[src/rtl/btb_pkg.sv]
// Shared types and sizing helpers for the BTB write-port controller and BTB storage.
package btb_pkg;

  localparam int unsigned BTB_PC_W    = 32;
  // Idx and tag fields are sized for the widest legal layout; users slice the low bits.
  localparam int unsigned BTB_FIELD_W = 30;

  function automatic int unsigned btb_log2(input int unsigned n);
    int unsigned r;
    r = 0;
    for (int unsigned i = 0; i < 32; i++) begin
      if ((64'd1 << i) < 64'(n)) r = i + 1;
    end
    return r;
  endfunction

  // Tag covers pc[31:LOG2+2]; shared with the BTB storage array.
  function automatic int unsigned btb_tag_w(input int unsigned n_entries);
    return 30 - btb_log2(n_entries);
  endfunction

  typedef struct packed {
    logic [BTB_FIELD_W-1:0] idx;
    logic [BTB_FIELD_W-1:0] tag;
    logic [BTB_PC_W-1:0]    target;
    logic                   j;
    logic                   b;
  } btb_upd_t;

  typedef enum logic {
    IDLE  = 1'b0,
    SWEEP = 1'b1
  } btb_state_e;

endpackage

[src/rtl/btb_upd_fifo.sv]
// Pending BTB update queue: synchronous FIFO with clear and asynchronous reset.
module btb_upd_fifo
  import btb_pkg::*;
#(
  parameter int unsigned FIFO_DEPTH = 2
) (
  input  logic     clk,
  input  logic     reset_i,
  input  logic     push_i,
  input  logic     pop_i,
  input  logic     clear_i,
  input  btb_upd_t data_i,
  output logic     full_o,
  output logic     empty_o,
  output btb_upd_t head_o
);

  localparam int unsigned PTR_W = $clog2(FIFO_DEPTH);
  localparam int unsigned CNT_W = PTR_W + 1;

  btb_upd_t         mem_q [FIFO_DEPTH];
  logic [PTR_W-1:0] rd_q, wr_q;
  logic [CNT_W-1:0] cnt_q;
  logic             do_push, do_pop;

  assign empty_o = (cnt_q == '0);
  assign full_o  = (cnt_q == CNT_W'(FIFO_DEPTH));
  assign do_pop  = pop_i & ~empty_o;
  assign do_push = push_i & (~full_o | do_pop);
  assign head_o  = mem_q[rd_q];

  // Pointer and occupancy bookkeeping; clear empties the queue in one cycle.
  always_ff @(posedge clk or posedge reset_i) begin
    if (reset_i) begin
      rd_q  <= '0;
      wr_q  <= '0;
      cnt_q <= '0;
    end else if (clear_i) begin
      rd_q  <= '0;
      wr_q  <= '0;
      cnt_q <= '0;
    end else begin
      if (do_push) wr_q <= wr_q + 1'b1;
      if (do_pop)  rd_q <= rd_q + 1'b1;
      case ({do_push, do_pop})
        2'b10:   cnt_q <= cnt_q + 1'b1;
        2'b01:   cnt_q <= cnt_q - 1'b1;
        default: ;
      endcase
    end
  end

  // Storage needs no reset: entries are only observed while occupancy is non-zero.
  always_ff @(posedge clk) begin
    if (do_push && !clear_i) mem_q[wr_q] <= data_i;
  end

endmodule

[src/rtl/btb_update_ctrl.sv]
// BTB write-port owner: D/E hit tracking, miss-allocation queue and invalidation sweep.
module btb_update_ctrl
  import btb_pkg::*;
#(
  parameter int unsigned NUM_BTB_ENTRIES = 32,
  parameter int unsigned FIFO_DEPTH      = 2
) (
  input  logic                                  clk,
  input  logic                                  reset_i,
  input  logic                                  stall_i,
  input  logic                                  flush_de_i,
  input  logic [31:0]                           pc_f_i,
  input  logic                                  hit_f_i,
  input  logic                                  j_e_i,
  input  logic                                  b_e_i,
  input  logic                                  taken_e_i,
  input  logic [31:0]                           target_e_i,
  input  logic                                  invalidate_i,
  output logic                                  wr_en_o,
  output logic [btb_log2(NUM_BTB_ENTRIES)-1:0]  wr_idx_o,
  output logic [btb_tag_w(NUM_BTB_ENTRIES)-1:0] wr_tag_o,
  output logic [31:0]                           wr_target_o,
  output logic                                  wr_j_o,
  output logic                                  wr_b_o,
  output logic                                  lookup_en_o,
  output logic                                  busy_o,
  output logic                                  drop_o
);

  localparam int unsigned     LOG2     = btb_log2(NUM_BTB_ENTRIES);
  localparam int unsigned     TAG_W    = btb_tag_w(NUM_BTB_ENTRIES);
  localparam logic [LOG2-1:0] LAST_IDX = LOG2'(NUM_BTB_ENTRIES - 1);

  btb_state_e      state_q, state_d;
  logic [LOG2-1:0] cnt_q, cnt_d;
  logic            drop_q, drop_d;
  logic            valid_d_q, hit_d_q, valid_e_q, hit_e_q;
  logic [31:0]     pc_d_q, pc_e_q;
  logic            req;
  logic            fifo_push, fifo_pop, fifo_clear, fifo_full, fifo_empty;
  btb_upd_t        new_entry, fifo_head;
  logic            unused_bits;

  assign unused_bits = ^{pc_e_q[1:0], fifo_head.idx[BTB_FIELD_W-1:LOG2],
                         fifo_head.tag[BTB_FIELD_W-1:TAG_W]};

  // F->D->E tracking; flush kills D and E even while stalled.
  always_ff @(posedge clk or posedge reset_i) begin
    if (reset_i) begin
      valid_d_q <= 1'b0;
      pc_d_q    <= '0;
      hit_d_q   <= 1'b0;
      valid_e_q <= 1'b0;
      pc_e_q    <= '0;
      hit_e_q   <= 1'b0;
    end else if (flush_de_i) begin
      valid_d_q <= 1'b0;
      valid_e_q <= 1'b0;
    end else if (!stall_i) begin
      valid_d_q <= 1'b1;
      pc_d_q    <= pc_f_i;
      hit_d_q   <= hit_f_i;
      valid_e_q <= valid_d_q;
      pc_e_q    <= pc_d_q;
      hit_e_q   <= hit_d_q;
    end
  end

  assign req = valid_e_q & ~stall_i & ~flush_de_i & ~hit_e_q & (j_e_i | (b_e_i & taken_e_i));

  // Build the queue entry for the instruction currently in E.
  always_comb begin
    new_entry                  = '0;
    new_entry.idx[LOG2-1:0]    = pc_e_q[LOG2+1:2];
    new_entry.tag[TAG_W-1:0]   = pc_e_q[31:LOG2+2];
    new_entry.target           = target_e_i;
    new_entry.j                = j_e_i;
    new_entry.b                = b_e_i;
  end

  btb_upd_fifo #(
    .FIFO_DEPTH(FIFO_DEPTH)
  ) u_fifo (
    .clk     (clk),
    .reset_i (reset_i),
    .push_i  (fifo_push),
    .pop_i   (fifo_pop),
    .clear_i (fifo_clear),
    .data_i  (new_entry),
    .full_o  (fifo_full),
    .empty_o (fifo_empty),
    .head_o  (fifo_head)
  );

  // State, sweep counter and registered drop pulse.
  always_ff @(posedge clk or posedge reset_i) begin
    if (reset_i) begin
      state_q <= IDLE;
      cnt_q   <= '0;
      drop_q  <= 1'b0;
    end else begin
      state_q <= state_d;
      cnt_q   <= cnt_d;
      drop_q  <= drop_d;
    end
  end

  // Next state, queue control and drop decision.
  always_comb begin
    state_d    = state_q;
    cnt_d      = cnt_q;
    drop_d     = 1'b0;
    fifo_push  = 1'b0;
    fifo_pop   = 1'b0;
    fifo_clear = 1'b0;
    case (state_q)
      IDLE: begin
        fifo_pop = ~fifo_empty;
        if (invalidate_i) begin
          state_d    = SWEEP;
          cnt_d      = '0;
          fifo_clear = 1'b1;
        end
        if (req) begin
          if (invalidate_i || (fifo_full && !fifo_pop)) drop_d = 1'b1;
          else fifo_push = 1'b1;
        end
      end
      SWEEP: begin
        drop_d = req;
        if (invalidate_i) begin
          cnt_d      = '0;
          fifo_clear = 1'b1;
        end else if (cnt_q == LAST_IDX) begin
          state_d = IDLE;
        end else begin
          cnt_d = cnt_q + 1'b1;
        end
      end
      default: state_d = IDLE;
    endcase
  end

  // Write port driven only from registered state, counter and queue head.
  always_comb begin
    wr_en_o     = 1'b0;
    wr_idx_o    = '0;
    wr_tag_o    = '0;
    wr_target_o = '0;
    wr_j_o      = 1'b0;
    wr_b_o      = 1'b0;
    case (state_q)
      IDLE: begin
        if (!fifo_empty) begin
          wr_en_o     = 1'b1;
          wr_idx_o    = fifo_head.idx[LOG2-1:0];
          wr_tag_o    = fifo_head.tag[TAG_W-1:0];
          wr_target_o = fifo_head.target;
          wr_j_o      = fifo_head.j;
          wr_b_o      = fifo_head.b;
        end
      end
      SWEEP: begin
        wr_en_o  = 1'b1;
        wr_idx_o = cnt_q;
      end
      default: ;
    endcase
  end

  assign lookup_en_o = (state_q == IDLE);
  assign busy_o      = (state_q == SWEEP);
  assign drop_o      = drop_q;

endmodule

[config.mk]
export PLATFORM = sky130hd
export DESIGN_NAME = btb_update_ctrl
export DESIGN_NICKNAME = d
export VERILOG_FILES = /design/src/rtl/btb_pkg.sv /design/src/rtl/btb_upd_fifo.sv /design/src/rtl/btb_update_ctrl.sv
export SDC_FILE = /design/constraint.sdc
export NUM_CORES = 1
export LEC_CHECK = 0
export BUFFER_PORTS_ARGS = -buffer_cell sky130_fd_sc_hd__buf_4
export CAP_MARGIN = 20
export CORE_ASPECT_RATIO = 1.1
export CORE_MARGIN = 2
export CORE_UTILIZATION = 55
export CTS_CLUSTER_SIZE = 20
export DETAILED_ROUTE_END_ITERATION = 10
export PLACE_DENSITY_LB_ADDON = 0.25
export SLEW_MARGIN = 25
export SYNTH_ARGS = -nofsm -noshare
export SYNTH_HDL_FRONTEND = slang
export SYNTH_SLANG_ARGS = --single-unit
[constraint.sdc]
create_clock -name clk -period 10.7 [get_ports clk]
set_clock_uncertainty 0.1 [all_clocks]
set_input_delay 1.605 -clock clk [delete_from_list [all_inputs] [get_ports clk]]
set_output_delay 1.605 -clock clk [all_outputs]
set_load 0.05 [all_outputs]
==> impl_metrics.xml, run 1 <==
<?xml version="1.0" encoding="UTF-8"?>
<metrics>
  <group name="outcome">
    <metric name="run_status" unit="">complete, no violations</metric>
  </group>
  <group name="clock_network">
    <metric name="cts_hold_repair.buffers" unit="">0</metric>
    <metric name="clk_root_buffer_cell" unit="">clkbuf_16</metric>
    <metric name="clock_insertion_delay_worst_skew" unit="ns">0.48</metric>
    <metric name="postCtsSetupBuffers" unit="">0</metric>
    <metric name="tritoncts" unit="">done</metric>
    <metric name="cts-buffers-inserted" unit="">20</metric>
    <metric name="cts.htree.levels" unit="">1</metric>
    <metric name="post_cts.resized_instances" unit="">0</metric>
    <metric name="ctsLongestPathBuffers" unit="">3</metric>
    <metric name="tritoncts_num_sinks" unit="">203</metric>
    <metric name="clkSlewWorstSetupHoldPaths" unit="ns">0.06</metric>
  </group>
  <group name="logic_synthesis">
    <metric name="synth.yosys.warnings" unit="">0</metric>
    <metric name="post-synth-top-area-cell" unit="">edfxtp_1</metric>
    <metric name="number_of_distinct_library_cells_after_synthesis" unit="">29</metric>
    <metric name="post_synth.cell_area_avg" unit="µm²">16.5</metric>
    <metric name="yosys_reg_bits" unit="">203</metric>
    <metric name="post_synthesis_net_count" unit="">545</metric>
    <metric name="post_synth_instance_area" unit="µm²">7740</metric>
    <metric name="ys_top_cells_by_area" unit="">edfxtp_1 (50%), dfrtp_1 (24%), mux2_2 (9.2%), mux2i_1 (8.7%), nor2_1 (3.4%)</metric>
    <metric name="synth-edff-count" unit="">128</metric>
    <metric name="ys_seq_area_share" unit="%">73.9</metric>
    <metric name="async_flop_share" unit="%">36.9</metric>
    <metric name="synth_top_area_share" unit="%">49.7</metric>
    <metric name="synthCells" unit="">470</metric>
    <metric name="synth_common_cells" unit="">edfxtp_1 (128), dfrtp_1 (75), nor2_1 (70)</metric>
    <metric name="post-synth-top-count-cell" unit="">edfxtp_1</metric>
    <metric name="dominantRegCellSynth" unit="">edfxtp_1</metric>
  </group>
  <group name="placement">
    <metric name="finalWeightedCongestion" unit="">0.736</metric>
    <metric name="port_buffers" unit="">138</metric>
    <metric name="dp_slack" unit="ns">6.71</metric>
    <metric name="detailed_place_hpwl" unit="µm">8260</metric>
  </group>
  <group name="sta">
    <metric name="timing.final.crit_share" unit="%">40.1</metric>
    <metric name="final.min_clock_period" unit="ns">4.29</metric>
    <metric name="layout_setup_ws" unit="ns">6.41</metric>
    <metric name="achievable-frequency" unit="MHz">233</metric>
    <metric name="setup_viol" unit="">0</metric>
    <metric name="final_hold_viol_count" unit="">0</metric>
    <metric name="max_slew_margin" unit="%">50.3</metric>
    <metric name="tns" unit="ns">0</metric>
    <metric name="slew_viol_final" unit="">0</metric>
    <metric name="grt_setup_unrepaired" unit="">no</metric>
    <metric name="worstMarginPinSlew" unit="ns">0.746</metric>
  </group>
  <group name="global_route">
    <metric name="grt_pass1_vias" unit="">4160</metric>
    <metric name="grt_overflow" unit="">0</metric>
    <metric name="antenna_violations_before_repair" unit="">0</metric>
    <metric name="global_route_wire_length_before_repair" unit="µm">20200</metric>
    <metric name="grt_start_max_net_pins" unit="">76</metric>
    <metric name="grt_util_all_layers" unit="%">17.4</metric>
  </group>
  <group name="drt">
    <metric name="postRouteWirelength" unit="µm">13200</metric>
    <metric name="drcViolationCount" unit="">0</metric>
    <metric name="drtPass1Iterations" unit="">4</metric>
    <metric name="vias_cell" unit="">5.13</metric>
    <metric name="total_vias_in_the_final_route" unit="">4185</metric>
    <metric name="routedWlPerCell" unit="µm">16.2</metric>
    <metric name="ant_nets" unit="">0</metric>
    <metric name="detailedRoute.firstIterationViolations" unit="">147</metric>
  </group>
  <group name="final_layout">
    <metric name="area.growth.synth_to_final" unit="%">25.0</metric>
    <metric name="nNetsFinal" unit="">689</metric>
    <metric name="insertedDiodeCount" unit="">0</metric>
    <metric name="utilization_after_layout" unit="%">70.1</metric>
    <metric name="share_of_cells_above_drive_strength_1" unit="%">39.0</metric>
  </group>
  <group name="floorplanning">
    <metric name="core_area" unit="µm²">13800</metric>
    <metric name="initial_core_util" unit="%">56.1</metric>
    <metric name="floorplan.io_pins" unit="">141</metric>
    <metric name="dieArea" unit="µm²">15000</metric>
    <metric name="die_x" unit="µm">117</metric>
    <metric name="floorplan.die.height" unit="µm">128</metric>
    <metric name="core.rowCount" unit="">45</metric>
  </group>
  <group name="worst_setup_path">
    <metric name="path_class" unit="">reg2out</metric>
    <metric name="worstSetupEndpointType" unit="">output pin</metric>
    <metric name="worstRegToRegCells" unit="">4</metric>
    <metric name="worstPathArrival" unit="ns">2.58</metric>
    <metric name="setup.worst_path.start_class" unit="">flop</metric>
    <metric name="worstPathRequired" unit="ns">9.00</metric>
    <metric name="crit_fanout" unit="">40</metric>
  </group>
  <group name="min_path">
    <metric name="min-delay-path-class" unit="">reg2reg</metric>
    <metric name="whs_path_depth" unit="">0</metric>
  </group>
  <group name="pwr">
    <metric name="power_per_cell_area" unit="nW/µm²">175</metric>
    <metric name="vdd.ir_drop.worst" unit="V">0.000155</metric>
    <metric name="power_leakage" unit="nW">3.70</metric>
  </group>
  <group name="run">
    <metric name="maximum_capacitance_violations" unit="">0</metric>
  </group>
</metrics>
==> cell type report <==
class	count	area, µm²
flip-flops and latches	203	5720
well taps	188	235
clock buffers	32	607
inverters	3	12.5
fillers	955	4120
multi-input cells	240	1930
repair buffers	146	1120
clock inverters	4	43.8
==> stage by stage <==
step	cells	area, µm²	hold slack (ns)	power [mW]
after global placement	779	8990	0.345	1.02
after global routing	816	9680	0.374	1.75
final	816	9680	0.363	1.69
after detailed placement	780	9020	0.353	1.03
after floorplan	470	7740	0.338	0.991
after CTS	816	9670	0.364	1.71
==> kinds of logic after synthesis <==
family | Yosys count | share of synthesized area (%)
AO/OA/AOI/OAI | 14 | 1.05
XOR/XNOR | 3 | 0.340
adder cells (fa/ha/maj) | 2 | 0.323
buffers and inverters | 27 | 1.52
flip-flops | 203 | 73.9
multiplexers | 130 | 17.8
AND/OR/NAND/NOR | 91 | 5.03
==> metal layers <==
layer	global-route usage [%]	up-vias	wire length [µm]
met2	30.7	115	6830
li1	-	1994	-
met4	5.12	0	224
met5	0	-	0
met1	21.0	2058	5190
met3	4.71	18	972
==> final timing paths <==
| check | startpoint | endpoint | slack (ns) |
|---|---|---|---|
| max | busy_o | wr_idx_o[4] | 6.41 |
| min | pc_e_q[20] | u_fifo.mem_q[0][47] | 0.36 |
| max reg2reg | hit_e_q | u_fifo.mem_q[0][37] | 8.08 |
| min reg2reg | pc_e_q[20] | u_fifo.mem_q[0][47] | 0.36 |
| max in group asynchronous | reset_i | u_fifo.rd_q | 8.78 |
| min in group asynchronous | reset_i | pc_d_q[17] | 1.22 |
==> registers in the layout (all words and copies together) (netlist names) <==
| register | count |
|---|---|
| hit_e_q | 1 |
| u_fifo.mem_q | 128 |
| valid_d_q | 1 |
| pc_e_q | 30 |
| valid_e_q | 1 |
| busy_o | 1 |
| cnt_q | 5 |
| pc_d_q | 30 |
| hit_d_q | 1 |
| u_fifo.cnt_q | 2 |
| drop_o | 1 |
| u_fifo.rd_q | 1 |
| u_fifo.wr_q | 1 |
==> cells in the final DEF, fill, tap and decap left out, types with 4 or more instances in the layout <==
master,Yosys,layout
edfxtp_1,128,128
nand2_1,6,6
o21ai_0,7,7
dfrtp_1,75,74
clkbuf_1,8,7
nor2_1,70,69
buf_4,0,144
clkbuf_8,0,4
a21oi_1,4,4
clkbuf_16,0,21
mux2_2,63,63
mux2i_1,67,67
==> where the power goes <==
part / total [mW] / internal (mW) / switching (mW)
sequential: 0.926 / 0.897 / 0.0286
combinational: 0.0901 / 0.0565 / 0.0337
clock: 0.674 / 0.412 / 0.262
total: 1.69 / 1.37 / 0.324
==> critical path, cell delays in order, from the launching register on <==
cell and delay [ns]:
dfrtp_1 0.72, o21bai_4 0.44, buf_4 0.52, o21ai_0 0.18, buf_4 0.22
Note: power is estimated with default switching activity, not from simulation.
==> inputs of run 2 (changes only) <==
ABC_AREA = 1   (was unset)
CORE_UTILIZATION = 50   (was 55)
clock period = 3.5 ns   (was 10.7 ns; I/O delays follow)
==> impl_metrics.xml, run 2 <==
<?xml version="1.0" encoding="UTF-8"?>
<metrics>
  <group name="logic_synthesis">
    <metric name="ys_seq_area_share" unit="%">70.8</metric>
    <metric name="synthXorXnorAreaFrac" unit="%">0</metric>
    <metric name="post_synth.cell_area_avg" unit="µm²">10.6</metric>
    <metric name="yosys_reg_bits" unit="">203</metric>
    <metric name="post_synth_instance_area" unit="µm²">8080</metric>
    <metric name="synth_top_area_share" unit="%">47.6</metric>
    <metric name="number_of_distinct_library_cells_after_synthesis" unit="">25</metric>
    <metric name="post-synth-top-area-cell" unit="">edfxtp_1</metric>
    <metric name="async_flop_share" unit="%">36.9</metric>
    <metric name="dominant_combinational_cell_family_by_area_after_synthesis" unit="">simple AND/OR/NAND/NOR gates</metric>
    <metric name="post-synth-top-count-cell" unit="">nand2_1</metric>
    <metric name="area_fraction_in_compound_gates_after_synthesis" unit="%">4.94</metric>
    <metric name="synthCells" unit="">765</metric>
    <metric name="synth.yosys.warnings" unit="">0</metric>
    <metric name="synth_mux_area_share" unit="%">0.619</metric>
    <metric name="ys_top_cells_by_area" unit="">edfxtp_1 (48%), dfrtp_1 (23%), nand2_1 (15%), inv_1 (4.9%), o21ai_0 (4.1%)</metric>
    <metric name="synth_area_in_adders" unit="%">0.310</metric>
    <metric name="post_synthesis_net_count" unit="">840</metric>
    <metric name="synth_simple_gate_area_share" unit="%">16.3</metric>
    <metric name="dominantRegCellSynth" unit="">edfxtp_1</metric>
    <metric name="synth-edff-count" unit="">128</metric>
    <metric name="synth_common_cells" unit="">nand2_1 (313), edfxtp_1 (128), inv_1 (105)</metric>
  </group>
  <group name="floorplanning">
    <metric name="initial_core_util" unit="%">51.4</metric>
    <metric name="floorplan.io_pins" unit="">141</metric>
    <metric name="dieArea" unit="µm²">17200</metric>
    <metric name="core.rowCount" unit="">48</metric>
    <metric name="floorplan.die.height" unit="µm">137</metric>
    <metric name="core_area" unit="µm²">15700</metric>
    <metric name="die_x" unit="µm">125</metric>
  </group>
  <group name="drt">
    <metric name="drtPass1Iterations" unit="">5</metric>
    <metric name="postRouteWirelength" unit="µm">14800</metric>
    <metric name="total_vias_in_the_final_route" unit="">5312</metric>
    <metric name="detailedRoute.firstIterationViolations" unit="">269</metric>
    <metric name="drcViolationCount" unit="">0</metric>
    <metric name="routedWlPerCell" unit="µm">13.3</metric>
    <metric name="vias_cell" unit="">4.75</metric>
    <metric name="ant_nets" unit="">0</metric>
  </group>
  <group name="clock_network">
    <metric name="cts_hold_repair.buffers" unit="">0</metric>
    <metric name="clock_insertion_delay_worst_skew" unit="ns">0.48</metric>
    <metric name="clk_root_buffer_cell" unit="">clkbuf_16</metric>
    <metric name="cts.htree.levels" unit="">1</metric>
    <metric name="cts-buffers-inserted" unit="">20</metric>
    <metric name="tritoncts_num_sinks" unit="">203</metric>
    <metric name="ctsLongestPathBuffers" unit="">3</metric>
    <metric name="tritoncts" unit="">done</metric>
    <metric name="postCtsSetupBuffers" unit="">0</metric>
    <metric name="clkSlewWorstSetupHoldPaths" unit="ns">0.06</metric>
    <metric name="post_cts.resized_instances" unit="">0</metric>
  </group>
  <group name="final_layout">
    <metric name="regMostFlops" unit="">u_fifo.mem_q</metric>
    <metric name="multi_input_area" unit="µm²">1810</metric>
    <metric name="nNetsFinal" unit="">979</metric>
    <metric name="utilization_after_layout" unit="%">64.2</metric>
    <metric name="ff_latch_area" unit="µm²">5720</metric>
    <metric name="insertedDiodeCount" unit="">0</metric>
    <metric name="share_of_cells_above_drive_strength_1" unit="%">21.6</metric>
    <metric name="reg.largest.list" unit="">u_fifo.mem_q (128), pc_d_q (30), pc_e_q (30)</metric>
    <metric name="most-common-layout-cells" unit="">nand2_1 (313), buf_4 (144), edfxtp_1 (128)</metric>
    <metric name="area.growth.synth_to_final" unit="%">25.1</metric>
    <metric name="number_of_flip_flops_under_the_largest_register_name" unit="">128</metric>
    <metric name="finish.instance_area" unit="µm²">10100</metric>
    <metric name="final_common_cell" unit="">nand2_1</metric>
    <metric name="n_fill_cell" unit="">1229</metric>
  </group>
  <group name="worst_setup_path">
    <metric name="reg2reg_from" unit="">busy_o</metric>
    <metric name="worst_setup_path_endpoint" unit="">wr_tag_o[3]</metric>
    <metric name="worstRegToRegCells" unit="">4</metric>
    <metric name="crit_fanout" unit="">38</metric>
    <metric name="cp_launch_point" unit="">busy_o</metric>
    <metric name="worst-r2r-setup-slack" unit="ns">1.31</metric>
    <metric name="setup.worst_path.start_class" unit="">flop</metric>
    <metric name="worstPathArrival" unit="ns">2.13</metric>
    <metric name="worstPathRequired" unit="ns">2.87</metric>
    <metric name="path_class" unit="">reg2out</metric>
    <metric name="worstSetupEndpointType" unit="">output pin</metric>
    <metric name="crit-reg2reg-capture" unit="">u_fifo.mem_q[1][26]</metric>
  </group>
  <group name="pwr">
    <metric name="power_switching_share" unit="%">19.9</metric>
    <metric name="p_seq_share" unit="%">51.8</metric>
    <metric name="power_per_cell_area" unit="nW/µm²">524</metric>
    <metric name="clockPowerShare" unit="%">43.6</metric>
    <metric name="p_int" unit="mW">4.24</metric>
    <metric name="vdd.ir_drop.worst" unit="V">0.000360</metric>
    <metric name="power.share.combinational" unit="%">4.6</metric>
    <metric name="power_leakage" unit="nW">4.86</metric>
    <metric name="net-switching-power" unit="mW">1.06</metric>
  </group>
  <group name="placement">
    <metric name="finalWeightedCongestion" unit="">0.744</metric>
    <metric name="detailed_place_hpwl" unit="µm">9540</metric>
    <metric name="post_dp_cell_area" unit="µm²">9370</metric>
    <metric name="port_buffers" unit="">138</metric>
  </group>
  <group name="sta">
    <metric name="worstMarginPinSlew" unit="ns">0.889</metric>
    <metric name="slew_viol_final" unit="">0</metric>
    <metric name="grt_setup_unrepaired" unit="">no</metric>
    <metric name="timing.final.crit_share" unit="%">78.8</metric>
    <metric name="achievable-frequency" unit="MHz">363</metric>
    <metric name="final_hold_viol_count" unit="">0</metric>
    <metric name="setup_viol" unit="">0</metric>
    <metric name="final.min_clock_period" unit="ns">2.76</metric>
    <metric name="max_slew_margin" unit="%">40.7</metric>
  </group>
  <group name="global_route">
    <metric name="grt_start_max_net_pins" unit="">64</metric>
    <metric name="grt_overflow" unit="">0</metric>
    <metric name="antenna_violations_before_repair" unit="">0</metric>
    <metric name="grt_util_all_layers" unit="%">17.3</metric>
    <metric name="grt_pass1_vias" unit="">4903</metric>
    <metric name="global_route_wire_length_before_repair" unit="µm">24000</metric>
  </group>
  <group name="min_path">
    <metric name="min-delay-path-class" unit="">in2async</metric>
  </group>
  <group name="outcome">
    <metric name="run_status" unit="">complete, no violations</metric>
  </group>
  <group name="run">
    <metric name="maximum_capacitance_violations" unit="">0</metric>
  </group>
</metrics>
==> run 2: worst min-delay path by stage <==
stage / slack [ns] / start / to
6_report: 0.02 / reset_i / pc_d_q[17]
3_3_place_gp: 0.35 / pc_e_q[7] / u_fifo.mem_q[0][34]
4_1_cts: 0.04 / reset_i / pc_e_q[11]
3_5_place_dp: 0.35 / pc_e_q[31] / u_fifo.mem_q[0][58]
2_1_floorplan: 0.34 / pc_d_q[2] / pc_d_q[2]
5_1_grt: 0.07 / reset_i / pc_d_q[8]
==> run 2: power groups by stage <==
| stage | clock network (mW) | logic (mW) | registers [mW] |
|---|---|---|---|
| 6_report | 2.31 | 0.242 | 2.75 |
| 5_1_grt | 2.45 | 0.281 | 2.76 |
| 4_1_cts | 2.35 | 0.248 | 2.75 |
| 3_5_place_dp | 0 | 0.244 | 2.79 |
| 3_3_place_gp | 0 | 0.235 | 2.78 |
| 2_1_floorplan | 0 | 0.140 | 2.78 |
==> run 2: logic make-up after synthesis <==
group	after synthesis
muxes	5
adders and majority gates	2
and+or+nand+nor	338
AOI/OAI and AO/OA	77
buffers and inverters	140
DFF	203
==> run 2: per-layer routing <==
metal / GRT usage (%) / wire length (µm) / up-vias
met2: 29.1 / 7240 / 138
met1: 23.4 / 6430 / 2452
met3: 2.87 / 867 / 24
li1: - / - / 2698
met4: 5.49 / 299 / 0
met5: 0 / 0 / -
==> run 2: area by class of cell <==
type                    instances  area share, %
flip-flops and latches        203           56.6
multi-input cells             422           17.9
repair buffers                149           11.7
clock buffers                  24           5.61
inverters                     108           4.02
well taps                     200           2.48
clock inverters                12           1.66
==> run 2: metrics by stage <==
stage | hold WS, ns | power (mW) | instances | setup TNS [ns] | setup WS, ns
after floorplan | 0.342 | 2.92 | 765 | -107.80 | -0.842
final | 0.0190 | 5.30 | 1118 | 0 | 0.743
after CTS | 0.0370 | 5.34 | 1118 | 0 | 0.701
after detailed placement | 0.355 | 3.04 | 1082 | 0 | 1.07
after global routing | 0.0705 | 5.49 | 1118 | 0 | 0.579
after global placement | 0.349 | 3.02 | 1082 | 0 | 1.09
==> run 2: critical path, stage by stage, from the launching register on <==
cell and delay, ns:
dfrtp_1 0.45, nor2_4 0.36, buf_4 0.44, nand2_1 0.10, inv_1 0.08, buf_4 0.19
